--- src/rtl/mic_readout_scheduler.sv ---
// mic_readout_scheduler: walks the per-mic PCM FIFOs once per SPI frame.
// Each frame (ssel low) sends one header word, then SAMPLES_PER_FRAME rounds
// of one sample per mic, in mic order. All further requests return zero words.
module mic_readout_scheduler #(
    parameter int BIT_WIDTH         = 22,
    parameter int NUM_MICS          = 9,
    parameter int SAMPLES_PER_FRAME = 4
) (
    input  logic                          clk,
    input  logic                          reset,
    input  logic                          ssel,
    input  logic                          word_req,
    output logic [23:0]                   word_data,
    output logic                          word_valid,
    output logic [NUM_MICS-1:0]           fifo_rdreq,
    input  logic [NUM_MICS-1:0]           fifo_empty,
    input  logic [NUM_MICS*BIT_WIDTH-1:0] fifo_q,
    output logic                          frame_active,
    output logic [15:0]                   underrun_cnt,
    output logic                          req_dropped
);

    typedef enum logic [2:0] {
        S_IDLE,
        S_HDR,
        S_WAIT,
        S_FETCH,
        S_CAPT,
        S_DONE
    } state_t;

    localparam logic [4:0] LAST_MIC  = 5'(NUM_MICS - 1);
    localparam logic [7:0] LAST_SAMP = 8'(SAMPLES_PER_FRAME - 1);
    localparam logic [7:0] SPF_BYTE  = 8'(SAMPLES_PER_FRAME);

    state_t                state_reg;
    logic                  ssel_meta_reg, ssel_sync_reg, ssel_prev_reg;
    logic [4:0]            mic_idx_reg;
    logic [7:0]            samp_idx_reg;
    logic [7:0]            frame_seq_reg;
    logic                  empty_reg;      // selected FIFO was empty when the read was issued
    logic                  filler_reg;     // current capture is a post-frame zero word
    logic [23:0]           word_data_reg;
    logic                  word_valid_reg;
    logic [NUM_MICS-1:0]   rdreq_reg;
    logic                  frame_active_reg;
    logic [15:0]           underrun_reg;
    logic                  dropped_reg;

    logic                  ssel_fall, ssel_rise;
    logic [NUM_MICS-1:0]   mic_sel;
    logic [BIT_WIDTH-1:0]  fifo_slice [NUM_MICS];
    logic signed [BIT_WIDTH-1:0] sel_data;
    logic [23:0]           sel_sext;
    logic                  sel_empty;

    assign ssel_fall = ssel_prev_reg & ~ssel_sync_reg;
    assign ssel_rise = ~ssel_prev_reg & ssel_sync_reg;

    // Decode the current mic to a one-hot select and split the packed FIFO bus
    genvar gi;
    generate
        for (gi = 0; gi < NUM_MICS; gi++) begin : g_mic
            assign mic_sel[gi]    = (mic_idx_reg == 5'(gi));
            assign fifo_slice[gi] = fifo_q[gi*BIT_WIDTH +: BIT_WIDTH];
        end
    endgenerate

    // AND-OR mux of the selected FIFO output
    always_comb begin
        sel_data = '0;
        for (int i = 0; i < NUM_MICS; i++) begin
            if (mic_sel[i]) sel_data = fifo_slice[i];
        end
    end

    assign sel_sext  = 24'(sel_data);
    assign sel_empty = |(mic_sel & fifo_empty);

    // Bring the asynchronous ssel into the clk domain and keep a delayed copy for edges
    always_ff @(posedge clk) begin
        if (reset) begin
            ssel_meta_reg <= 1'b1;
            ssel_sync_reg <= 1'b1;
            ssel_prev_reg <= 1'b1;
        end else begin
            ssel_meta_reg <= ssel;
            ssel_sync_reg <= ssel_meta_reg;
            ssel_prev_reg <= ssel_sync_reg;
        end
    end

    // Frame sequencer: header, then request-driven FIFO reads, aborted by ssel rising
    always_ff @(posedge clk) begin
        if (reset) begin
            state_reg        <= S_IDLE;
            mic_idx_reg      <= '0;
            samp_idx_reg     <= '0;
            frame_seq_reg    <= '0;
            empty_reg        <= 1'b0;
            filler_reg       <= 1'b0;
            word_data_reg    <= '0;
            word_valid_reg   <= 1'b0;
            rdreq_reg        <= '0;
            frame_active_reg <= 1'b0;
            underrun_reg     <= '0;
            dropped_reg      <= 1'b0;
        end else begin
            word_valid_reg <= 1'b0;
            rdreq_reg      <= '0;
            if (state_reg != S_IDLE && ssel_rise) begin
                // Abort: any capture in flight is discarded
                state_reg        <= S_IDLE;
                frame_active_reg <= 1'b0;
            end else begin
                case (state_reg)
                    S_IDLE: begin
                        if (ssel_fall) begin
                            state_reg        <= S_HDR;
                            word_data_reg    <= {8'hA5, frame_seq_reg, SPF_BYTE};
                            word_valid_reg   <= 1'b1;
                            frame_active_reg <= 1'b1;
                            dropped_reg      <= 1'b0;
                            mic_idx_reg      <= '0;
                            samp_idx_reg     <= '0;
                        end
                    end
                    S_HDR: begin
                        if (word_req) dropped_reg <= 1'b1;
                        state_reg <= S_WAIT;
                    end
                    S_WAIT: begin
                        if (word_req) begin
                            if (word_valid_reg) begin
                                dropped_reg <= 1'b1;
                            end else begin
                                state_reg  <= S_FETCH;
                                rdreq_reg  <= mic_sel & ~fifo_empty;
                                empty_reg  <= sel_empty;
                                filler_reg <= 1'b0;
                            end
                        end
                    end
                    S_FETCH: begin
                        if (word_req) dropped_reg <= 1'b1;
                        state_reg <= S_CAPT;
                    end
                    S_CAPT: begin
                        if (word_req) dropped_reg <= 1'b1;
                        word_valid_reg <= 1'b1;
                        if (filler_reg) begin
                            word_data_reg <= '0;
                            state_reg     <= S_DONE;
                        end else begin
                            word_data_reg <= empty_reg ? 24'h0 : sel_sext;
                            if (empty_reg && underrun_reg != 16'hFFFF)
                                underrun_reg <= underrun_reg + 16'd1;
                            if (mic_idx_reg == LAST_MIC) begin
                                mic_idx_reg <= '0;
                                if (samp_idx_reg == LAST_SAMP) begin
                                    frame_seq_reg <= frame_seq_reg + 8'd1;
                                    state_reg     <= S_DONE;
                                end else begin
                                    samp_idx_reg <= samp_idx_reg + 8'd1;
                                    state_reg    <= S_WAIT;
                                end
                            end else begin
                                mic_idx_reg <= mic_idx_reg + 5'd1;
                                state_reg   <= S_WAIT;
                            end
                        end
                    end
                    S_DONE: begin
                        if (word_req) begin
                            if (word_valid_reg) begin
                                dropped_reg <= 1'b1;
                            end else begin
                                filler_reg <= 1'b1;
                                state_reg  <= S_CAPT;
                            end
                        end
                    end
                    default: state_reg <= S_IDLE;
                endcase
            end
        end
    end

    assign word_data    = word_data_reg;
    assign word_valid   = word_valid_reg;
    // Drop the read strobe in the very cycle reset is applied so no FIFO word is consumed
    assign fifo_rdreq   = reset ? '0 : rdreq_reg;
    assign frame_active = frame_active_reg;
    assign underrun_cnt = underrun_reg;
    assign req_dropped  = dropped_reg;

endmodule

--- config.mk ---
export PLATFORM = sky130hd
export DESIGN_NAME = mic_readout_scheduler
export DESIGN_NICKNAME = d
export VERILOG_FILES = /design/src/rtl/mic_readout_scheduler.sv
export SDC_FILE = /design/constraint.sdc
export NUM_CORES = 1
export LEC_CHECK = 0
export CAP_MARGIN = 0
export CORE_MARGIN = 4
export CORE_UTILIZATION = 43
export CTS_BUF_LIST = sky130_fd_sc_hd__clkbuf_8
export DETAILED_ROUTE_END_ITERATION = 10
export PLACE_DENSITY = 0.93
export SKIP_LAST_GASP = 1
export SYNTH_ARGS = -nofsm -noshare
export SYNTH_HDL_FRONTEND = slang
export SYNTH_SLANG_ARGS = --single-unit
--- constraint.sdc ---
create_clock -name clk -period 2.6 [get_ports clk]
set_input_delay 0.52 -clock clk [delete_from_list [all_inputs] [get_ports clk]]
set_output_delay 0.52 -clock clk [all_outputs]
set_load 0.005 [all_outputs]
Yosys cells after proc, flatten, opt, wreduce, memory -nomap -nowiden

Index checks and enable logic that the tools add are counted.

Output and inout port bits: 52
Bits of input ports: 211
Word-level logic and storage cells: 124
Flip-flop bits (word level): 81

Muxes and demuxes: 44
Equal/unequal tests: 26
Bitwise gates (word level): 12
$add $sub $neg: 4
Reductions and logical operators: 23

Operators with widths:

| operator              | number |
|---|---|
| $mux 22               | 9 |
| $mux 24               | 3 |
| $pmux 24 s2           | 1 |
| $mux 8                | 4 |
| $mux 3                | 8 |
| $eq 5x3->1 const B    | 4 |
| $and 9x9->9           | 2 |
| $pmux 3 s6            | 1 |
| $reduce_and 6->1      | 3 |
| $add 16x1->16 const B | 1 |
| $add 8x1->8 const B   | 2 |
| $ne 16x16->1 const B  | 1 |
| $ne 2x2->1 const B    | 8 |
| $pmux 8 s2            | 1 |
| $mux 5                | 3 |
| $reduce_and 4->1      | 3 |
| $eq 5x2->1 const B    | 2 |
| $pmux 5 s2            | 1 |
| $reduce_and 5->1      | 2 |
| $mux 1                | 9 |
| $mux 9                | 1 |
| $not 9->9             | 1 |
| $reduce_or 9->1       | 1 |
| $eq 8x2->1 const B    | 1 |
| other kinds (21)      | 37 |

Longest topological paths before layout

Gate-level depths: netlist (run 1).

Word-level depth: 13
Gate-level depth with buffers: 10
Mapped depth without buffers: 7

Least setup slack after synthesis (run 1)

No wires, ideal clock.

Path type: register to register
From: reg mic_idx_reg[0]
To: reg frame_seq_reg[3]
Data arrival time: 2007 ps
Setup time: 121 ps
Path buffers: 2
Required time: 2479 ps
Cell stages (with the launch flop): 10
Slack: 473 ps
Clock period less this slack: 2127 ps
Cell sequence: dfxtp_1 > inv_1 > ha_1 > buf_2 > nor4bb_1 > buf_2 > nand4_1 > nor2_1 > and4_1 > mux2_2

Word-level cells in the longest chain between the ends: 2

RTL lines:

| what                       | line | source |
|---|---|---|
| start, declared            | 38   | `logic [4:0] mic_idx_reg;` |
| start signal, assigned     | 168  | `mic_idx_reg <= mic_idx_reg + 5'd1;` |
| $eq 5x4->1                 | 158  | `if (mic_idx_reg == LAST_MIC) begin` |
| $reduce_and 5->1 (no line) | --   |  |
| end signal, assigned       | 161  | `frame_seq_reg <= frame_seq_reg + 8'd1;` |
| end, declared              | 40   | `logic [7:0] frame_seq_reg;` |

No other way between the ends.
A chain may end at the register's enable or synchronous reset.

Final worst setup path (run 1)

From: reg state_reg[2]
To: reg word_data_reg[7], in the netlist word_data[7]

Word-level cells in the longest chain between the ends: 4
Elaborated cells between the ends (all ways): 9
Those cells by class: 2 x eq/ne; 1 x mux; 1 x bitwise; 5 x reduce/logical

RTL lines:

| what                                               | line | source |
|---|---|---|
| start, declared                                    | 36   | `state_t state_reg;` |
| start signal, assigned                             | 96   | `state_reg <= S_IDLE;` |
| start signal, assigned                             | 113  | `state_reg <= S_IDLE;` |
| start signal, assigned                             | 119  | `state_reg <= S_HDR;` |
| branches (longest 4 deep; another with $eq 3x3->1) | --   |  |
| end signal, assigned                               | 120  | `word_data_reg <= {8'hA5, frame_seq_reg, SPF_BYTE};` |
| end signal, assigned                               | 155  | `word_data_reg <= empty_reg ? 24'h0 : sel_sext;` |
| end, declared                                      | 43   | `logic [23:0] word_data_reg;` |

Parallel ways; which one is timed is not known.

==> results_tabular.tex, run 1 <==
\begin{tabular}{lr}
\hline
Metric & Value \\
\hline
\multicolumn{2}{l}{\textbf{Final layout}} \\
Count of filler cells inserted in the layout & 1011 \\
Area growth from synthesis to layout & 55.8\% \\
Number of nets at the end of the flow & 1164 \\
Largest register FFs & 23 \\
Post-layout instance count excluding filler cells & 1119 \\
Number of inserted diodes & 0 \\
Fraction of final layout cells with drive strength greater than 1 & 7.47\% \\
\multicolumn{2}{l}{\textbf{Yosys}} \\
Fraction of synthesis flops using an asynchronous set or reset pin & 0\% \\
Compound-cell area share of the yosys netlist & 34.6\% \\
Post-Synth Simple-Gate Area & 23.7\% \\
Synth area leaders & dfxtp\_1 29\%, a21oi\_1 4.8\%, a22oi\_1 4.0\%, nor2\_1 3.9\%, o21ai\_0 3.7\% \\
Share of synthesized area spent on multiplexers & 0.938\% \\
Cell area after synthesis & 5470 um2 \\
XOR/XNOR Fraction of Synth Area & 4.00\% \\
Number of warnings issued by yosys & 0 \\
Mean cell area of the mapped netlist & 7.79 um2 \\
Number of synthesized register bits & 80 \\
Count of mapped cells out of synthesis & 702 \\
Most frequently used cell type in the post-synthesis netlist & dfxtp\_1 \\
Adder and majority cell fraction of the synthesized area & 1.60\% \\
Cell type contributing the most total cell area after synthesis & dfxtp\_1 \\
Number of enable flip-flop cells after synthesis & 0 \\
Fraction of synthesized cell area taken by the top area cell type & 29.3\% \\
Top flip-flop cell by instance count after synthesis & dfxtp\_1 \\
Most instantiated cells after synthesis & 80 x dfxtp\_1, 57 x nor2\_1, 52 x a21oi\_1 \\
Post-synth net total & 920 \\
Number of different library cells in the post-synthesis netlist & 69 \\
Post-synthesis sequential area ratio & 29.3\% \\
Main combinational cell family by area after synthesis & compound AO/OA/AOI/OAI gates \\
\multicolumn{2}{l}{\textbf{Timing}} \\
Final period demand of the worst path & 2.41 ns \\
Maximum clock frequency & 0.414 GHz \\
Final count of hold timing violations & 0 \\
Final number of setup-violating endpoints & 0 \\
Final Cycle Share & 92.8\% \\
Clk\_skew & 0.0118 ns \\
RSZ-0062 raised after global routing & no \\
Setup TNS & 0 ns \\
Max-slew headroom & 28.2\% \\
Count of final max-slew check failures & 0 \\
Least-Margin Pin Slew & 1.08 ns \\
\multicolumn{2}{l}{\textbf{Worst hold path}} \\
Worst min-delay path class & reg -> reg \\
\multicolumn{2}{l}{\textbf{Global route}} \\
Global route total overflow & 0 \\
Via count of the first global-routing pass & 6850 \\
Antenna violations before repair & 0 \\
Wire length of the first global-routing pass & 37900 um \\
Overall routing resource usage & 33.2\% \\
Largest net degree at the start of global routing & 34 \\
\multicolumn{2}{l}{\textbf{Worst setup path}} \\
Crit-path max FO & 10 \\
CP required & 2.85 ns \\
CP Capture Type & register \\
Worst Setup Path Type & reg -> reg \\
Arrival time of data at the critical path endpoint & 2.67 ns \\
Startpoint class of the critical path & register \\
\multicolumn{2}{l}{\textbf{Detailed routing}} \\
Routed wire length per instance & 22.7 um \\
Via count & 7131 \\
Starting DRC count in detailed routing & 843 \\
Number of antenna-violating nets in the routed design & 0 \\
Wire length after detailed routing & 25400 um \\
Length of the first detailed-routing pass in iterations & 7 \\
DRC viols & 0 \\
Via density per instance & 6.37 \\
\multicolumn{2}{l}{\textbf{Clock network}} \\
Clock Root Buffer & clkbuf\_8 \\
Clock insertion delay at the later pin of the skew report & 0.37 ns \\
CTS Buf Count & 9 \\
TritonCTS sink count & 80 \\
Count of H-tree levels built during CTS & 3 \\
CTS tree & yes \\
Clk buf depth & 2 \\
Worst-path clk slew & 0.09 ns \\
Setup repair bufs after CTS & 0 \\
\multicolumn{2}{l}{\textbf{Placement}} \\
Placed cell count & 1103 \\
Final weighted congestion in routability-driven placement & 1.05 \\
Count of buffers from port buffering & 262 \\
Detailed placer's ending HPWL & 20000 um \\
\multicolumn{2}{l}{\textbf{Power}} \\
Leakage power of the design & 2.86 nW \\
Peak supply drop & 296 uV \\
Pwr dens & 342 nW/um2 \\
\multicolumn{2}{l}{\textbf{Flow run}} \\
Number of violations of the max-capacitance limit & 0 \\
\multicolumn{2}{l}{\textbf{Floorplanning}} \\
Die outline area & 14600 um2 \\
I/O pin count & 263 \\
Core region area & 12200 um2 \\
Standard-cell row count & 40 \\
Starting Density & 44.8\% \\
Die Ht & 121 um \\
Die W & 121 um \\
\multicolumn{2}{l}{\textbf{Run status}} \\
Outcome & finished clean \\
\hline
\end{tabular}
-- placed cells by master (no fill, tap or decap), types with 7 or more instances in the layout --
| master | Yosys | routed |
|---|---|---|
| clkdlybuf4s50_1 | 0 | 261 |
| dfxtp_1 | 80 | 80 |
| nor2_1 | 57 | 57 |
| a21oi_1 | 52 | 52 |
| nand2_1 | 44 | 44 |
| o21ai_0 | 40 | 40 |
| buf_4 | 1 | 33 |
| a22oi_1 | 29 | 29 |
| nor3_1 | 27 | 26 |
| o22ai_1 | 20 | 20 |
| nor2b_1 | 21 | 20 |
| xnor2_1 | 20 | 20 |
| a221oi_1 | 18 | 18 |
| inv_1 | 14 | 15 |
| nand3_1 | 14 | 14 |
| a221o_1 | 12 | 12 |
| o211ai_1 | 12 | 12 |
| nand4_1 | 12 | 12 |
| o41ai_1 | 11 | 11 |
| a211oi_1 | 10 | 10 |
| a211o_1 | 9 | 9 |
| a22o_1 | 9 | 9 |
| clkbuf_8 | 0 | 9 |
| nand2b_1 | 8 | 8 |
| nor3b_1 | 9 | 8 |
| nor4_1 | 8 | 8 |
| or3_1 | 7 | 7 |
| a2bb2oi_1 | 7 | 7 |
-- cells by family after synthesis --
| kind of cell | after synthesis |
|---|---|
| and+or+nand+nor | 243 |
| buffers and inverters | 77 |
| xor gates and xnor gates | 25 |
| adders and majority gates | 7 |
| DFF | 80 |
| muxes | 5 |
| AOI/OAI and AO/OA | 265 |
-- area by class of cell --
| class | instances | area, um2 | share of cell area (%) |
|---|---|---|---|
| Multi-Input combinational cell | 545 | 3610 | 42.3 |
| Timing Repair Buffer | 295 | 2870 | 33.6 |
| Sequential cell | 80 | 1600 | 18.8 |
| Tap cell | 168 | 210 | 2.47 |
| Clock buffer | 9 | 124 | 1.45 |
| Clock inverter | 7 | 56.3 | 0.661 |
| Inverter | 15 | 56.3 | 0.661 |
-- metrics by stage --
step	hold WS, ns	setup WS, ns	power, mW	utilization, %	cell area (um2)
6_report	0.420	0.187	2.92	69.8	8520
5_1_grt	0.440	0.0461	3.01	69.8	8520
4_1_cts	0.423	0.223	2.90	69.7	8510
3_5_place_dp	0.399	0.265	2.04	68.2	8330
3_3_place_gp	0.395	0.360	2.04	68.2	8330
2_1_floorplan	0.389	0.473	1.57	-	5470
-- final timing paths --
check / start / to / slack (ns) / depth (start not counted)
setup / recovery: state_reg[2] / word_data[7] / 0.19 / 4
hold / removal: ssel_meta_reg / ssel_sync_reg / 0.42 / 1
setup reg to reg: state_reg[2] / word_data[7] / 0.19 / 4
hold reg to reg: ssel_meta_reg / ssel_sync_reg / 0.42 / 1
-- critical path, cell delays in order (launching register included) --
cell and delay [ns]:
dfxtp_1 0.53, or3b_1 0.56, nor3_2 0.48, nand3_1 0.27, o41ai_1 0.45
-- metal layers --
layer | track usage, % | up-vias | share of wire, %
met3 | 10.0 | 88 | 12
met1 | 40.9 | 3293 | 37
li1 | - | 3196 | -
met4 | 12.2 | 0 | 4.3
met2 | 54.8 | 554 | 47
met5 | 0 | - | 0
-- what timing repair did --
| item | in CTS | in global routing |
|---|---|---|
| hold buffers | 0 | 0 |
| resized for setup | 0 | 2 |
| endpoints found under the setup margin | 0 | 2 |
-- report_power, final --
part / switching [mW] / internal [mW] / leakage, nW / total (mW)
sequential: 0.0320 / 1.25 / 0.646 / 1.28
clock: 0.521 / 0.358 / 0.0896 / 0.879
combinational: 0.304 / 0.452 / 2.12 / 0.757
No activity file was read; power rests on OpenSTA's default activity.
==> inputs of run 2 (changes only) <==
- CORE_UTILIZATION: 43 -> 38
- PLACE_DENSITY: 0.93 -> 0.88
- clock period: 2.6 -> 2.2 ns (I/O delays scaled with it)
==> run 2 against run 1 <==
Largest power group unchanged. Core utilization shrank 6.2 points. Highest routed layer unchanged. First-iteration DRC count shrank 8.3%. Clock skew grew 0.0042 ns. Via count shrank 1.3%. Global-route usage shrank 3.7 points. The flow now finishes with violations (setup timing). Sequential share of layout area shrank 0.77 points. Sequential power grew 18%.
==> results_tabular.tex, run 2 (same netlist as run 1, synthesis figures left out) <==
\begin{tabular}{lr}
\hline
Metric & Value \\
\hline
\multicolumn{2}{l}{\textbf{Timing}} \\
Clk\_skew & 0.0160 ns (was 0.0118 ns) \\
Final period demand of the worst path & 2.22 ns (was 2.41 ns) \\
Setup WS post-layout & -0.0239 ns (was 0.187 ns) \\
Max-slew headroom & 59.1\% (was 28.2\%) \\
Final number of setup-violating endpoints & 5 (was 0) \\
Final count of hold timing violations & 0 (unchanged) \\
Worst Hold Margin & 0.407 ns (was 0.420 ns) \\
Least-Margin Pin Slew & 0.611 ns (was 1.08 ns) \\
Final Cycle Share & 101\% (was 92.8\%) \\
Maximum clock frequency & 0.450 GHz (was 0.414 GHz) \\
RSZ-0062 raised after global routing & yes (was no) \\
Count of final max-slew check failures & 0 (unchanged) \\
\multicolumn{2}{l}{\textbf{Worst setup path}} \\
CP Capture Type & register (unchanged) \\
CP required & 2.52 ns (was 2.85 ns) \\
Minimum setup slack among reg-to-reg paths & -0.02 ns (was 0.19 ns) \\
Arrival time of data at the critical path endpoint & 2.55 ns (was 2.67 ns) \\
Startpoint class of the critical path & register (unchanged) \\
Crit-path max FO & 9 (was 10) \\
Worst Setup Path Type & reg -> reg (unchanged) \\
\multicolumn{2}{l}{\textbf{Final layout}} \\
Number of nets at the end of the flow & 1193 (was 1164) \\
Area growth from synthesis to layout & 62.6\% (was 55.8\%) \\
Most used cells in the layout excluding fill and tap cells & 261 x clkdlybuf4s50\_1, 79 x dfxtp\_1, 59 x buf\_4, 56 x nor2\_1, 50 x a21oi\_1 (was 261 x clkdlybuf4s50\_1, 80 x dfxtp\_1, 57 x nor2\_1, 52 x a21oi\_1, 44 x nand2\_1) \\
Largest register FFs & 23 (unchanged) \\
Fraction of final layout cells with drive strength greater than 1 & 11.3\% (was 7.47\%) \\
Most frequent standard cell in the layout excluding fill and tap cells & clkdlybuf4s50\_1 (unchanged) \\
Final cell utilization of the core & 63.6\% (was 69.8\%) \\
\multicolumn{2}{l}{\textbf{Worst hold path}} \\
Worst min-delay path class & reg -> reg (unchanged) \\
\multicolumn{2}{l}{\textbf{Clock network}} \\
CTS tree & yes (unchanged) \\
Total of hold buffers inserted after clock tree synthesis & 0 (unchanged) \\
Count of H-tree levels built during CTS & 3 (unchanged) \\
Clock Root Buffer & clkbuf\_8 (unchanged) \\
Worst-path clk slew & 0.10 ns (was 0.09 ns) \\
Clock insertion delay at the later pin of the skew report & 0.39 ns (was 0.37 ns) \\
Clk buf depth & 2 (unchanged) \\
CTS Buf Count & 9 (unchanged) \\
TritonCTS sink count & 80 (unchanged) \\
\multicolumn{2}{l}{\textbf{Detailed routing}} \\
Wire length after detailed routing & 25700 um (was 25400 um) \\
Starting DRC count in detailed routing & 773 (was 843) \\
Routed wire length per instance & 22.1 um (was 22.7 um) \\
Number of antenna-violating nets in the routed design & 0 (unchanged) \\
DRC viols & 0 (unchanged) \\
Via count & 7041 (was 7131) \\
Length of the first detailed-routing pass in iterations & 8 (was 7) \\
Via density per instance & 6.06 (was 6.37) \\
\multicolumn{2}{l}{\textbf{Run status}} \\
Outcome & finished, violations left (was finished clean) \\
Violations in the final reports & setup timing \\
\multicolumn{2}{l}{\textbf{Global route}} \\
Overall routing resource usage & 29.5\% (was 33.2\%) \\
Wire length of the first global-routing pass & 37700 um (was 37900 um) \\
Via count of the first global-routing pass & 6826 (was 6850) \\
Global route total overflow & 0 (unchanged) \\
Antenna violations before repair & 2 (was 0) \\
Largest net degree at the start of global routing & 28 (was 34) \\
\multicolumn{2}{l}{\textbf{Power}} \\
Pwr dens & 425 nW/um2 (was 342 nW/um2) \\
Peak supply drop & 266 uV (was 296 uV) \\
Leakage power of the design & 3.04 nW (was 2.86 nW) \\
\multicolumn{2}{l}{\textbf{Placement}} \\
Detailed placer's ending HPWL & 20200 um (was 20000 um) \\
Count of buffers from port buffering & 262 (unchanged) \\
Pre-CTS setup slack & -0.190 ns (was 0.265 ns) \\
Final weighted congestion in routability-driven placement & 0.998 (was 1.05) \\
\multicolumn{2}{l}{\textbf{Floorplanning}} \\
Die outline area & 16400 um2 (was 14600 um2) \\
Core region area & 14000 um2 (was 12200 um2) \\
Die W & 128 um (was 121 um) \\
Standard-cell row count & 43 (was 40) \\
Starting Density & 39.1\% (was 44.8\%) \\
I/O pin count & 263 (unchanged) \\
Die Ht & 128 um (was 121 um) \\
\multicolumn{2}{l}{\textbf{Flow run}} \\
Number of violations of the max-capacitance limit & 0 (unchanged) \\
\hline
\end{tabular}
==> run 2: through the flow <==
| step | total power [mW] | TNS [ns] | instances | instance area (um2) |
|---|---|---|---|---|
| after floorplan | 1.86 | 0 | 702 | 5470 |
| after global placement | 2.43 | -0.441 | 1141 | 8550 |
| after detailed placement | 2.44 | -1.03 | 1141 | 8550 |
| after CTS | 3.74 | 0 | 1157 | 8800 |
| after global routing | 3.91 | -1.12 | 1160 | 8890 |
| final | 3.78 | -0.0672 | 1161 | 8890 |
==> run 2: worst paths after layout <==
check,from,to,depth (start not counted)
max,mic_idx_reg[0],samp_idx_reg[7],8
min,ssel_meta_reg,ssel_sync_reg,1
max reg2reg,mic_idx_reg[0],samp_idx_reg[7],8
min reg2reg,ssel_meta_reg,ssel_sync_reg,1
==> run 2: cell type report <==
cell class                      count  area (um2)
Clock buffer                        9         124
Tap cell                          180         225
Clock inverter                      7         109
Sequential cell                    80        1600
Antenna cell                        1        2.50
Inverter                           15        56.3
Timing Repair Buffer              323        3100
Fill cell                        1204        5100
Multi-Input combinational cell    546        3680
==> run 2: timing repair <==
| item | 4_1_cts | 5_1_grt |
|---|---|---|
| pin swaps | 0 | 2 |
| setup endpoints to repair | 20 | 26 |
| gates cloned | 0 | 1 |
| gates resized for setup | 2 | 14 |
| buffers inserted | 0 | 2 |
==> run 2: critical path: stages (launching register included) <==
cell and delay, ns:
dfxtp_1 0.33, inv_1 0.10, ha_2 0.24, buf_4 0.18, nand4bb_1 0.18, a21oi_2 0.25
o2111ai_4 0.17, or4_1 0.55, a21oi_1 0.15
==> run 2: routing by layer <==
metal	vias to the layer above	track usage [%]	part of all wire (%)
met3	73	7.79	10
met1	3267	38.1	39
met4	0	11.7	4.0
li1	3243	-	-
met2	458	47.1	47
met5	-	0	0
==> run 2: power breakdown <==
part	internal, mW	switching, mW	total (mW)
Combinational	0.562	0.373	0.935
Sequential	1.48	0.0349	1.51
Clock	0.665	0.666	1.33
